[src/rtl/router_pkt_tx_pkg.sv]
// Shared definitions for the 1x3 router packet source: header field widths,
// payload limits, the illegal destination code and the transmitter state set.
package router_pkt_tx_pkg;

    localparam int HDR_ADDR_W  = 2;
    localparam int HDR_LEN_W   = 6;
    localparam int MAX_PAYLOAD = 63;
    localparam logic [HDR_ADDR_W-1:0] ADDR_ILLEGAL = 2'b11;

    typedef enum logic [2:0] {
        S_IDLE,
        S_COLLECT,
        S_HEADER,
        S_PAYLOAD,
        S_PARITY,
        S_GAP
    } tx_state_e;

    function automatic logic [7:0] make_header(input logic [HDR_LEN_W-1:0]  len,
                                               input logic [HDR_ADDR_W-1:0] addr);
        return {len, addr};
    endfunction

    function automatic logic req_legal(input logic [HDR_ADDR_W-1:0] addr,
                                       input logic [HDR_LEN_W-1:0]  len);
        return (addr != ADDR_ILLEGAL) && (len != '0);
    endfunction

endpackage

[src/rtl/router_tx_buf.sv]
// Payload store for router_pkt_tx: 64x8 register file, one write port and one
// combinational read port addressed by the caller's registered indices.
module router_tx_buf
    import router_pkt_tx_pkg::*;
(
    input  logic                 clock,
    input  logic                 we,
    input  logic [HDR_LEN_W-1:0] waddr,
    input  logic [7:0]           wdata,
    input  logic [HDR_LEN_W-1:0] raddr,
    output logic [7:0]           rdata
);

    // Storage is deliberately not reset; contents are only read after being written.
    logic [7:0] mem [0:MAX_PAYLOAD];

    always_ff @(posedge clock) begin
        if (we) begin
            mem[waddr] <= wdata;
        end
    end

    assign rdata = mem[raddr];

endmodule

[src/rtl/router_pkt_tx.sv]
// Router input-port packet source: buffers a payload, then sends header, payload
// and parity bytes. Optional feature macro: ROUTER_TX_PARITY_INJ_EN (parity error injection).
module router_pkt_tx
    import router_pkt_tx_pkg::*;
#(
    parameter int unsigned IPG = 2
) (
    input  logic                  clock,
    input  logic                  resetn,
    input  logic                  start,
    input  logic [HDR_ADDR_W-1:0] dest_addr,
    input  logic [HDR_LEN_W-1:0]  pay_len,
    output logic                  tx_ready,
    output logic                  req_reject,
    input  logic [7:0]            pay_data,
    input  logic                  pay_valid,
    output logic                  pay_ready,
    input  logic                  busy,
    output logic [7:0]            data_out,
    output logic                  pkt_valid,
`ifdef ROUTER_TX_PARITY_INJ_EN
    input  logic                  inj_parity_err,
`endif
    output logic                  pkt_done
);

    tx_state_e            state_q, state_d;
    logic [7:0]           hdr_q, hdr_d;
    logic [7:0]           parity_q, parity_d;
    logic                 inj_q, inj_d;
    logic [HDR_LEN_W-1:0] wr_idx_q, wr_idx_d;
    logic [HDR_LEN_W-1:0] rd_idx_q, rd_idx_d;
    logic [3:0]           gap_q, gap_d;
    logic [7:0]           data_q, data_d;
    logic                 vld_q, vld_d;
    logic                 done_q, done_d;
    logic                 rej_q, rej_d;
    logic                 buf_we;
    logic [7:0]           buf_rdata;
    logic                 inj_req;

`ifdef ROUTER_TX_PARITY_INJ_EN
    assign inj_req = inj_parity_err;
`else
    assign inj_req = 1'b0;
`endif

    function automatic logic [7:0] parity_byte(input logic [7:0] p, input logic inj);
        return inj ? ~p : p;
    endfunction

    router_tx_buf u_buf (
        .clock (clock),
        .we    (buf_we),
        .waddr (wr_idx_q),
        .wdata (pay_data),
        .raddr (rd_idx_q),
        .rdata (buf_rdata)
    );

    always_ff @(posedge clock or negedge resetn) begin
        if (!resetn) begin
            state_q  <= S_IDLE;
            hdr_q    <= '0;
            parity_q <= '0;
            inj_q    <= 1'b0;
            wr_idx_q <= '0;
            rd_idx_q <= '0;
            gap_q    <= '0;
            data_q   <= '0;
            vld_q    <= 1'b0;
            done_q   <= 1'b0;
            rej_q    <= 1'b0;
        end else begin
            state_q  <= state_d;
            hdr_q    <= hdr_d;
            parity_q <= parity_d;
            inj_q    <= inj_d;
            wr_idx_q <= wr_idx_d;
            rd_idx_q <= rd_idx_d;
            gap_q    <= gap_d;
            data_q   <= data_d;
            vld_q    <= vld_d;
            done_q   <= done_d;
            rej_q    <= rej_d;
        end
    end

    always_comb begin
        state_d  = state_q;
        hdr_d    = hdr_q;
        parity_d = parity_q;
        inj_d    = inj_q;
        wr_idx_d = wr_idx_q;
        rd_idx_d = rd_idx_q;
        gap_d    = gap_q;
        data_d   = data_q;
        vld_d    = vld_q;
        done_d   = 1'b0;
        rej_d    = 1'b0;
        buf_we   = 1'b0;

        case (state_q)
            S_IDLE: begin
                if (start) begin
                    if (req_legal(dest_addr, pay_len)) begin
                        hdr_d    = make_header(pay_len, dest_addr);
                        parity_d = make_header(pay_len, dest_addr);
                        inj_d    = inj_req;
                        wr_idx_d = '0;
                        rd_idx_d = '0;
                        state_d  = S_COLLECT;
                    end else begin
                        rej_d = 1'b1;
                    end
                end
            end
            // Whole payload is buffered first so the router never sees a valid gap.
            S_COLLECT: begin
                if (pay_valid) begin
                    buf_we   = 1'b1;
                    parity_d = parity_q ^ pay_data;
                    wr_idx_d = wr_idx_q + 1'b1;
                    if (wr_idx_q == hdr_q[7:2] - 1'b1) begin
                        data_d  = hdr_q;
                        vld_d   = 1'b1;
                        state_d = S_HEADER;
                    end
                end
            end
            S_HEADER: begin
                if (!busy) begin
                    data_d   = buf_rdata;
                    rd_idx_d = rd_idx_q + 1'b1;
                    state_d  = S_PAYLOAD;
                end
            end
            S_PAYLOAD: begin
                if (!busy) begin
                    if (rd_idx_q == hdr_q[7:2]) begin
                        data_d  = parity_byte(parity_q, inj_q);
                        vld_d   = 1'b0;
                        state_d = S_PARITY;
                    end else begin
                        data_d   = buf_rdata;
                        rd_idx_d = rd_idx_q + 1'b1;
                    end
                end
            end
            S_PARITY: begin
                if (!busy) begin
                    done_d  = 1'b1;
                    data_d  = '0;
                    gap_d   = '0;
                    state_d = S_GAP;
                end
            end
            S_GAP: begin
                if (gap_q == 4'(IPG - 1)) begin
                    state_d = S_IDLE;
                end else begin
                    gap_d = gap_q + 1'b1;
                end
            end
            default: state_d = S_IDLE;
        endcase
    end

    assign tx_ready   = (state_q == S_IDLE);
    assign pay_ready  = (state_q == S_COLLECT);
    assign data_out   = data_q;
    assign pkt_valid  = vld_q;
    assign pkt_done   = done_q;
    assign req_reject = rej_q;

endmodule

[config.mk]
export PLATFORM = sky130hd
export DESIGN_NAME = router_pkt_tx
export DESIGN_NICKNAME = d
export VERILOG_FILES = /design/src/rtl/router_pkt_tx_pkg.sv /design/src/rtl/router_tx_buf.sv /design/src/rtl/router_pkt_tx.sv
export SDC_FILE = /design/constraint.sdc
export NUM_CORES = 1
export LEC_CHECK = 0
export BUFFER_PORTS_ARGS = -buffer_cell sky130_fd_sc_hd__clkbuf_2
export CORE_MARGIN = 4
export CORE_UTILIZATION = 30
export DETAILED_ROUTE_END_ITERATION = 7
export GPL_ROUTABILITY_DRIVEN = 0
export GPL_TIMING_DRIVEN = 0
export HOLD_SLACK_MARGIN = 0.02
export PLACE_DENSITY = 0.42
export SLEW_MARGIN = 10
export SYNTH_ARGS = -nofsm -noshare
export SYNTH_HDL_FRONTEND = slang
export SYNTH_SLANG_ARGS = --single-unit
[constraint.sdc]
create_clock -name clock -period 7.6 [get_ports clock]
set_input_delay 0.38 -clock clock [delete_from_list [all_inputs] [get_ports clock]]
set_output_delay 0.38 -clock clock [all_outputs]
set_load 0.005 [all_outputs]
==> impl_metrics.env <==
export IMPL_status="complete, no violations"
export IMPL_reg2reg_depth=9
export IMPL_setup_viol=0
export IMPL_critPathLaunchType="flip-flop"
export IMPL_core_um2=74300
export IMPL_first_pass_iters=5
export IMPL_crit_arrival_ns=3.96
export IMPL_viasPerCell=5.07
export IMPL_seq_area_frac_synth_pct=73.6
export IMPL_rsz0062_at_grt="no"
export IMPL_ys_top_cells_by_count="edfxtp_1, mux4_2, nor2_1, mux2i_1, a21oi_1"
export IMPL_grt_max_degree=67
export IMPL_synth_flop_cell="edfxtp_1"
export IMPL_hpwl_um=41900
export IMPL_drt_iter0_markers=928
export IMPL_yosys_warnings=0
export IMPL_synth_edf_count=512
export IMPL_dpl_worst_slack_ns=3.85
export IMPL_p_leak_nw=8.19
export IMPL_nets=1377
export IMPL_track_usage_pct=16.1
export IMPL_drc=0
export IMPL_vias=12000
export IMPL_diodes=0
export IMPL_drv_slew=0
export IMPL_grt_pass1_wl_um=91100
export IMPL_start_util_pct=30.2
export IMPL_io_buffers=33
export IMPL_required_ns=7.81
export IMPL_max_freq_mhz=267
export IMPL_fin_skew_ns=0.0214
export IMPL_slew_headroom_pct=30.0
export IMPL_cts_sinks=558
export IMPL_overflow=0
export IMPL_postRouteAntennaNets=0
export IMPL_die_x_um=282
export IMPL_path_clk_slew_ns=0.06
export IMPL_numCtsBuffers=66
export IMPL_yosys_top_cells_area="edfxtp_1, mux4_2, dfrtp_1"
export IMPL_multi_input_area_um2=5510
export IMPL_dp_cells=2250
export IMPL_clock_latency_ns=0.61
export IMPL_end_kind="flip-flop"
export IMPL_first_global_vias=12300
export IMPL_critPathMaxFanout=10
export IMPL_syn_nets=1268
export IMPL_yosys_area_top_type="edfxtp_1"
export IMPL_rows=100
export IMPL_die_area_um2=79300
export IMPL_seqCellArea_um2=16500
export IMPL_synthMostInstantiatedCell="edfxtp_1"
export IMPL_timing_setup_tns_ns=0
export IMPL_wl_um=63300
export IMPL_area_delta_synth_final_pct=15.8
export IMPL_critical_path_class="reg -> reg"
export IMPL_h_tree_depth=3
export IMPL_syn_area_per_cell_um2=18.1
export IMPL_syn_inst=1242
export IMPL_clockBufferDepth=3
export IMPL_fin_cells=2365
export IMPL_syn_cell_area_um2=22400
export IMPL_yosysTopAreaCellShare_pct=68.5
export IMPL_cts_root_buf="clkbuf_16"
export IMPL_post_route_period_util_pct=49.3
export IMPL_fin_total_pwr_w=0.00813
export IMPL_power_density_nw_per_um2=313
export IMPL_setup_slack_ns=3.85
export IMPL_hold_viol_final=0
export IMPL_die_h_um=282
export IMPL_max_cap_viol_count=0
export IMPL_hold_depth=2
export IMPL_fillers=7139
export IMPL_ios=34
export IMPL_ir_drop_mv=0.145
export IMPL_finish_utilization_pct=35.0
export IMPL_worst_pin_slew_ns=1.04
export IMPL_wl_per_cell_um=26.8
export IMPL_finalCriticalPeriod_ns=3.75
export IMPL_yosysUniqueCellTypes=64
export IMPL_cts_tree="built"
export IMPL_hp_class="in -> reg"
export IMPL_antenna_found_initial=1
export IMPL_post_route_cells_drive_above_1_share_pct=19.3
export IMPL_synth_seq_cells=558
export IMPL_async_flop_share_pct=8.24
cell usage in the layout (no fill, tap or decap), types with 10 or more instances in the layout:
master,instances
nand3_1,35
edfxtp_1,512
a22oi_1,29
inv_1,11
mux4_2,99
xnor2_1,10
buf_4,12
buf_2,14
nor2_1,86
dfrtp_1,46
clkbuf_2,24
o21ai_0,30
clkinv_1,13
o221ai_1,27
mux2i_1,84
nand2b_1,13
clkbuf_1,49
clkbuf_16,68
clkinv_2,11
nand2_1,37
a21oi_1,55
final timing paths:
check                                         to  slack, ns    startpoint
min in group asynchronous               gap_q[2]       0.35        resetn
max in group asynchronous            wr_idx_q[4]       6.81        resetn
worst max-delay path            u_buf.mem[11][2]       3.85    state_q[0]
worst min register to register          hdr_q[1]       0.51      hdr_q[1]
worst min-delay path                    hdr_q[0]       0.07  dest_addr[0]
worst max register to register  u_buf.mem[11][2]       3.85    state_q[0]
area by class of cell:
cell class | count | share of cell area [%]
clock inverters | 30 | 0.881
plain buffers | 71 | 1.34
flip-flops and latches | 558 | 63.6
well taps | 969 | 4.66
repair buffers | 41 | 1.29
clock buffers | 83 | 6.84
multi-input cells | 598 | 21.2
inverters | 15 | 0.231
flip-flops by register name, indices dropped and copies added (netlist names), 3 cells and up:
signal     count
data_out       8
gap_q          4
hdr_q          8
parity_q       8
rd_idx_q       6
state_q        3
u_buf.mem    512
wr_idx_q       6
repair_timing:
action | CTS | global route
endpoints found under the setup margin | 0 | 0
resized for setup | 0 | 0
hold buffers | 1 | 1
setup buffers | 0 | 0
endpoints found under the hold margin | 1 | 46
stage by stage:
stage	hold WS [ns]	instance area (µm²)
detailed placement	0.493	24000
global route	0.0528	26000
floorplan	0.0844	22400
CTS	0.0289	26000
finish	0.0656	26000
global placement	0.497	23800
critical path: stages, from the launching register on:
cell and delay (ns):
dfrtp_1 0.34, buf_6 0.14, inv_4 0.06, or3_4 0.39
clkinv_2 0.09, clkbuf_1 0.40, nand2_1 0.16, nor2_1 0.24
nand3_1 0.58, nor2_1 0.95
report_power, final:
group | switching [W] | total (W) | internal (W)
clock network | 0.00123 | 0.00296 | 0.00172
registers | 0.0000957 | 0.00362 | 0.00352
logic | 0.000983 | 0.00155 | 0.000572
per-layer routing:
metal	share of wire, %	up-vias	global-route usage (%)
li1	-	5240	-
met3	4.3	93	2.43
met2	47	334	25.6
met4	2.8	0	5.04
met1	46	6316	22.9
met5	0	-	0
cell families (layout without fill, tap and decap cells):
logic type,count (synthesis),count (layout),share of synthesized area [%]
adder cells (fa/ha/maj),5,5,0.279
flip-flops,558,558,73.6
multiplexers,188,188,13.9
AND/OR/NAND/NOR,209,209,4.36
AO/OA/AOI/OAI,179,179,5.32
XOR/XNOR,17,17,0.663
buffers and inverters,86,240,1.82
(Power assumes the default switching activity.)
